==> src/rtl/keypad_timer_entry_if.sv <==
// keypad_timer_entry_if: keypad, run control and timer-load bus of the oven timer entry controller
interface keypad_timer_entry_if #(parameter int KEYS = 10, parameter int DIGITS = 4);
    logic [KEYS-1:0] keypad;
    logic enablen;
    logic cancel;
    logic [3:0] D;
    logic loadn;
    logic pgt_1Hz;
    logic [4*DIGITS-1:0] entry;
    logic full;
    modport master(output keypad, enablen, cancel, input D, loadn, pgt_1Hz, entry, full);
    modport slave(input keypad, enablen, cancel, output D, loadn, pgt_1Hz, entry, full);
endinterface

==> src/rtl/keypad_timer_entry.sv <==
// keypad_timer_entry: debounced priority keypad, BCD entry shift register, load strobe and run-gated tick divider
module keypad_timer_entry #(
    parameter int KEYS = 10,
    parameter int DIGITS = 4,
    parameter int DIV = 100,
    parameter int DEBOUNCE = 3
) (
    input logic clk100,
    input logic clearn,
    keypad_timer_entry_if.slave bus
);
    localparam int EW = 4 * DIGITS;
    localparam int NW = $clog2(DIGITS + 1);
    localparam int CW = $clog2(DEBOUNCE + 1);
    localparam int DW = $clog2(DIV);
    localparam logic [1:0] IDLE = 2'd0, SETTLE = 2'd1, ACCEPT = 2'd2, HOLD = 2'd3;
    logic [KEYS-1:0] s1, ks;
    logic [3:0] enc, cand;
    logic zero;
    logic [1:0] state;
    logic [CW-1:0] cnt;
    logic [NW-1:0] count;
    logic [DW-1:0] div;
    logic en_q;
    always_comb begin
        enc = 4'd0;
        for (int i = 0; i < KEYS; i++) if (ks[i]) enc = 4'(i);
    end
    assign zero = ~|ks;
    always_ff @(posedge clk100 or negedge clearn) begin
        if (!clearn) begin
            s1 <= '0;
            ks <= '0;
            state <= IDLE;
            cnt <= '0;
            cand <= '0;
            bus.D <= '0;
            bus.loadn <= 1'b1;
        end else begin
            s1 <= bus.keypad;
            ks <= s1;
            bus.loadn <= 1'b1;
            case (state)
                IDLE: if (bus.enablen && !zero) begin
                    cand <= enc;
                    cnt <= CW'(1);
                    state <= SETTLE;
                end
                SETTLE: if (zero || !bus.enablen) state <= IDLE;
                else if (enc != cand) begin
                    cand <= enc;
                    cnt <= CW'(1);
                end else if (cnt == CW'(DEBOUNCE)) begin
                    state <= ACCEPT;
                    bus.loadn <= 1'b0;
                    bus.D <= cand;
                end else cnt <= cnt + 1'b1;
                ACCEPT: begin
                    state <= HOLD;
                    cnt <= '0;
                end
                default: if (!zero) cnt <= '0;
                else if (cnt == CW'(DEBOUNCE - 1)) state <= IDLE;
                else cnt <= cnt + 1'b1;
            endcase
        end
    end
    // cancel outranks a simultaneous accept; a full register still strobes but does not shift
    always_ff @(posedge clk100 or negedge clearn) begin
        if (!clearn) begin
            bus.entry <= '0;
            count <= '0;
            bus.full <= 1'b0;
        end else if (bus.cancel) begin
            bus.entry <= '0;
            count <= '0;
            bus.full <= 1'b0;
        end else if (state == ACCEPT && count != NW'(DIGITS)) begin
            bus.entry <= EW'({bus.entry, cand});
            count <= count + 1'b1;
            bus.full <= count == NW'(DIGITS - 1);
        end
    end
    always_ff @(posedge clk100 or negedge clearn) begin
        if (!clearn) begin
            en_q <= 1'b1;
            div <= '0;
            bus.pgt_1Hz <= 1'b0;
        end else begin
            en_q <= bus.enablen;
            div <= en_q || div == DW'(DIV - 1) ? '0 : div + 1'b1;
            bus.pgt_1Hz <= bus.enablen ? state == ACCEPT : !en_q && div == DW'(DIV - 1);
        end
    end
endmodule

==> src/flat_wrapper.sv <==
// flat-port wrapper written by rule: the top's interface ports become plain ports
module keypad_timer_entry_flat 
#(
    parameter int KEYS = 10,
    parameter int DIGITS = 4,
    parameter int DIV = 100,
    parameter int DEBOUNCE = 3
)
  (clk100, clearn, bus_keypad, bus_enablen, bus_cancel, bus_D, bus_loadn, bus_pgt_1Hz, bus_entry, bus_full);
  keypad_timer_entry_if #(.KEYS(KEYS), .DIGITS(DIGITS)) bus_i ();
  input logic clk100;
  input logic clearn;
  input wire logic [$bits(bus_i.keypad)-1:0] bus_keypad;
  input wire logic [$bits(bus_i.enablen)-1:0] bus_enablen;
  input wire logic [$bits(bus_i.cancel)-1:0] bus_cancel;
  output wire logic [$bits(bus_i.D)-1:0] bus_D;
  output wire logic [$bits(bus_i.loadn)-1:0] bus_loadn;
  output wire logic [$bits(bus_i.pgt_1Hz)-1:0] bus_pgt_1Hz;
  output wire logic [$bits(bus_i.entry)-1:0] bus_entry;
  output wire logic [$bits(bus_i.full)-1:0] bus_full;
  assign bus_i.keypad = bus_keypad;
  assign bus_i.enablen = bus_enablen;
  assign bus_i.cancel = bus_cancel;
  assign bus_D = bus_i.D;
  assign bus_loadn = bus_i.loadn;
  assign bus_pgt_1Hz = bus_i.pgt_1Hz;
  assign bus_entry = bus_i.entry;
  assign bus_full = bus_i.full;
  keypad_timer_entry #(.KEYS(KEYS), .DIGITS(DIGITS), .DIV(DIV), .DEBOUNCE(DEBOUNCE)) u_core (.clk100(clk100), .clearn(clearn), .bus(bus_i));
endmodule
==> config.mk <==
export PLATFORM = sky130hd
export DESIGN_NAME = keypad_timer_entry_flat
export DESIGN_NICKNAME = d
export VERILOG_FILES = /design/src/rtl/keypad_timer_entry_if.sv /design/src/rtl/keypad_timer_entry.sv /design/src/flat_wrapper.sv
export SDC_FILE = /design/constraint.sdc
export NUM_CORES = 1
export LEC_CHECK = 0
export BUFFER_PORTS_ARGS = -buffer_cell sky130_fd_sc_hd__buf_2
export CAP_MARGIN = 40
export CORE_UTILIZATION = 35
export CTS_BUF_LIST = sky130_fd_sc_hd__clkbuf_8
export CTS_CLUSTER_DIAMETER = 30
export DETAILED_ROUTE_END_ITERATION = 7
export GPL_TIMING_DRIVEN = 0
export HOLD_SLACK_MARGIN = 0.05
export PLACE_DENSITY = 0.64
export SYNTH_ARGS = -nofsm -noshare
export SYNTH_HDL_FRONTEND = slang
export SYNTH_SLANG_ARGS = --single-unit
export TNS_END_PERCENT = 5
==> constraint.sdc <==
create_clock -name clk100 -period 2.5 [get_ports clk100]
set_clock_uncertainty 0.15 [all_clocks]
set_input_delay 0.125 -clock clk100 [delete_from_list [all_inputs] [get_ports clk100]]
set_output_delay 0.125 -clock clk100 [all_outputs]
set_load 0.03 [all_outputs]
---- Word level (Yosys, flattened, before mapping) ----
Index checks and enable logic that the tools add are counted.
word-level totals
  bits in registers ....................... 62
  bits in latches ......................... 0
  bits in writable memories ............... 0
  ROM bits ................................ 0
  output and inout bits ................... 23
  memories kept ........................... 0
cells by class
  add/subtract/negate cells ............... 3
  $mul .................................... 0
  divide/modulo/power cells ............... 0
  magnitude comparators ................... 0
  eq/ne operators ......................... 16
  shift-type cells ........................ 0
  muxes and demuxes ....................... 38
  bitwise operators ....................... 2
  reduce and logical (&&, ||, !) cells .... 17
operators with widths
  cell                   count
  $mux W4                11
  $mux W16               2
  $mux W2                11
  $pmux W2 S3            2
  $reduce_and A4 Y1      3
  $reduce_or A10 Y1      1
  $mux W1                8
  $pmux W4 S2            1
  $add A7 B1 Y7 const B  1
  $eq A7 B7 Y1 const B   1
  $mux W7                1
  $eq A2 B2 Y1 const B   3
  $mux W3                2
  $ne A3 B2 Y1 const B   2
  $ne A5 B4 Y1 const B   1
  $reduce_and A5 Y1      1
  $ne A2 B1 Y1 const B   2
  $ne A4 B4 Y1           1
  $ne A4 B4 Y1 const B   1
  $reduce_bool A2 Y1     2
  $reduce_bool A4 Y1     1
  $add A3 B1 Y3 const B  1
  $eq A3 B2 Y1 const B   1
  $logic_and A1 B1 Y1    3
  other kinds (9)        13

---- Depth between registers and ports, before layout ----
  depth in word-level cells ............... 13
  gate-level depth with buffers ........... 8
  depth with buffers taken out ............ 7

---- Worst setup path after synthesis ----
Ideal clock, no wire load.
  path type ............................... reg2reg
  start point ............................. register u_core.ks[4]
  end point ............................... register u_core.bus.D[0]
  library setup time ...................... 0.125 ns
  arrival ................................. 1.869 ns
  required time ........................... 2.225 ns
  path slack .............................. 0.356 ns
  cell stages (with the launch flop) ...... 8
  clock period less this slack ............ 2.144 ns
  cells stage by stage .................... dfrtp_1 > nor4_2 > xnor2_1 > o41ai_2 > and3_1 > and3_1 > buf_6 > mux2_4
between the ends
  cells in the longest elaborated chain, start to end .. 9
  elaborated cells between the ends (all ways) .. 13
ends and longest elaborated chain
  item                                    line                         text
  start, declared                         keypad_timer_entry.sv:17     logic [KEYS-1:0] s1, ks;
  start signal, assigned                  keypad_timer_entry.sv:33     ks <= '0;
  start signal, assigned                  keypad_timer_entry.sv:41     ks <= s1;
  $mux W4 (6 in series)                   keypad_timer_entry.sv:27     for (int i = 0; i < KEYS; i++) if (ks[i]) enc = 4'(i);
  $ne A4 B4 Y1                            keypad_timer_entry.sv:50     else if (enc != cand) begin
  $not A1 Y1 (no source line)             --
  $reduce_and A4 Y1 (no source line) (*)  --
  end signal, assigned                    keypad_timer_entry.sv:56     bus.D <= cand;
  end, declared                           keypad_timer_entry_if.sv:12  modport slave(input keypad, enablen, cancel, output D, loadn, pgt_1Hz, entry, full);
Mark *: on every way between the ends. The rest lies on a longest branch, timed or not.
A chain may end at the register's enable or synchronous reset.

---- Final worst setup path ----
  start point ............................. register u_core.ks[4]
  end point ............................... register u_core.bus.D[2]
The elaborated chain is that of the path after synthesis.

==> out/summary.txt <==
Peak Freq -> 427 MHz
Yosys top cell area share -> 60.2%
met3 WL -> 264 microns
Synth Flop Type -> dfrtp_1
post-CTS setup buffer count -> 0
syn avg cell area -> 11.2 sq um
final WL -> 4410 microns
outcome -> finished, final reports clean
Pwr Density -> 832 mW/mm^2
metal2 WL -> 2060 microns
global-route wire length before repair -> 7710 microns
final hold violation count -> 0
Seq/Total Area, Yosys -> 62.3%
top-count cell post-synth -> dfrtp_1
Clock Pin Slew Worst Setup and Hold Paths -> 0.07 ns
slowest CP cell -> dfrtp_1
Synth top cells by count -> dfrtp_1 (60), nand2_1 (43), a21oi_1 (21)
CTS sink cnt -> 62
Max-slew headroom -> 45.4%
pre-CTS setup slack -> 0.130 ns
CTS Root Cell -> clkbuf_8
Final Slew Violations -> 0
Residual DRC -> 0
Final GP Congestion -> 0.700
EDFF count, synth -> 0
count of buffers from port buffering -> 35
CP bufs+invs -> 1
final setup fails -> 0
Finished Layout Cells -> 383
top sig layer -> met4
worst hold path class -> input port to register
Clock Path Buffers -> 2
crit path time final -> 2.34 ns
routed vias -> 1729
fin crit share -> 93.8%
CP endpoint kind -> register
initial antenna violation count -> 0
synth top area cells -> dfrtp_1 (60%), nand2_1 (6.5%), a21oi_1 (4.2%)
Die Width -> 86.4 microns
Ys Warns -> 0
I/O pin count -> 37
unrepaired setup endpoints after global routing -> false
M1 WL -> 2040 microns
Post-layout nets -> 302
cell repeated most along the worst path -> and3_1
data required time at the worst endpoint -> 2.57 ns
Pre-antenna DRT Iters -> 4
cell type group with the largest total delay on the critical path -> compound AO/OA/AOI/OAI gates
Via density -> 4.51
Starting Density -> 36.5%
Worst Tran Pin Value -> 0.819 ns
HPWL Detailed -> 2940 microns
core area -> 0.00683 sq mm
synthesized area -> 0.00249 sq mm
CP Max Fanout -> 6
H-tree Lvls -> 3
total CTS buffers -> 9
Area Overhead vs Synth -> 27.6%
post-route ant nets -> 0
DIE AREA -> 0.00747 sq mm
routed len/inst -> 11.5 microns
final setup margin -> 0.155 ns
Overflow after GRT -> 0
WS Path Type -> register to register
cell chain of the critical path -> o31ai_2 > xnor2_1 > o41ai_2 > and3_1 > and3_1 > buf_6 > mux2_4
critical path arrival -> 2.41 ns
Leakage -> 1.49 nW
syn_nets -> 242
number of global-route vias before repair -> 1718
First DRT Iteration DRCs -> 99
Diodes inserted -> 0
ys async rst share -> 100%
die height -> 86.4 microns
DP Cell Count -> 354
most area-hungry cell type in the Yosys netlist -> dfrtp_1
Worst path max stage delay -> 0.44 ns
largest net degree at the start of global routing -> 36
row cnt -> 30
synthesized netlist cell count -> 222
# Max-Cap Violations -> 0
CTS tree -> done
count of unique library cells instantiated by Yosys -> 37
Clock Latency Late Sink -> 0.33 ns
fin util -> 46.6%
crit start category -> register
Tot GR Track Use -> 13.5%
peak supply drop -> 0.000485 V
Fin Setup TNS -> 0 ns
share of cells above drive strength 1 -> 23.3%
Yosys reg bits -> 62
[power by group]
part / internal, W / total [W] / switching, W
clock network: 0.000638 / 0.00100 / 0.000364
logic: 0.000199 / 0.000440 / 0.000241
registers: 0.00111 / 0.00121 / 0.0000982
[sequential cells by signal (all words and copies together) (netlist names)]
register and cells:
u_core.bus.entry 16, u_core.count 3, u_core.bus.loadn 1, u_core.bus.full 1, u_core.s1 10, u_core.en_q 1, u_core.ks 10, u_core.div 7
u_core.bus.D 4, u_core.cand 4, u_core.cnt 2, u_core.state 2, u_core.bus.pgt_1Hz 1
[cell usage in the layout, fill, tap and decap left out, types with 2 or more instances in the layout]
cell type / count
dfrtp_1: 60
nand2_1: 43
buf_2: 35
a21oi_1: 21
nor2_1: 20
dlygate4sd3_1: 13
inv_1: 12
clkbuf_8: 12
nand2b_1: 6
xnor2_1: 6
clkbuf_1: 6
ha_1: 6
nand3_1: 5
mux2_2: 4
mux2_4: 4
and3_1: 3
xor2_1: 2
o21ai_0: 2
bufinv_16: 2
dfstp_2: 2
[routing by layer]
metal,vias to the layer above,track usage (%)
met1,820,16.3
li1,856,-
met3,6,5.71
met4,0,4.55
met5,-,0
met2,47,21.9
[stage by stage]
stage               hold WS [ns]  total power, W  area [sq um]
floorplan                 -0.321         0.00152          2490
global placement          0.0821         0.00164          2790
detailed placement        0.0843         0.00165          2810
CTS                       0.0661         0.00269          3170
global route              0.0899         0.00280          3180
finish                    0.0600         0.00265          3180
[cell families (layout without fill, tap and decap cells)]
| group | Yosys count | in the layout | share of synthesized area (%) |
|---|---|---|---|
| adders and majority gates | 6 | 6 | 3.01 |
| xor gates and xnor gates | 8 | 8 | 2.81 |
| buffers and inverters | 18 | 83 | 3.01 |
| DFF | 62 | 62 | 62.3 |
| muxes | 9 | 9 | 4.61 |
| and+or+nand+nor | 84 | 84 | 14.9 |
| AOI/OAI and AO/OA | 35 | 35 | 9.38 |
[final timing paths]
path,start,endpoint,slack [ns],cells past startpoint
setup / recovery,u_core.ks[4],u_core.bus.D[2],0.16,7
hold / removal,bus_cancel,u_core.bus.entry[0],0.06,2
setup reg to reg,u_core.ks[4],u_core.bus.D[2],0.16,7
hold reg to reg,u_core.s1[4],u_core.ks[4],0.20,0
max in group asynchronous,clearn,u_core.cnt[1],1.31,3
min in group asynchronous,clearn,u_core.bus.entry[5],0.27,2
[cell type report]
cell class | count | area, sq um
Fill cell | 652 | 3650
Sequential cell | 62 | 1550
Multi-Input combinational cell | 142 | 875
Timing Repair Buffer | 49 | 325
Clock buffer | 12 | 165
Tap cell | 96 | 120
Clock inverter | 4 | 68.8
Inverter | 11 | 41.3
Buffer | 7 | 33.8
[timing repair]
action                                 CTS  global route
setup endpoints to repair                0             5
hold buffers                            13             0
endpoints found under the hold margin   53             0
gates resized for setup                  0             1
[worst reg2reg max path, stage by stage (launching register included)]
cell,delay (ns)
dfrtp_1,0.44
o31ai_2,0.33
xnor2_1,0.12
o41ai_2,0.33
and3_1,0.25
and3_1,0.18
buf_6,0.13
mux2_4,0.30
No activity file was read; power rests on OpenSTA's default activity.
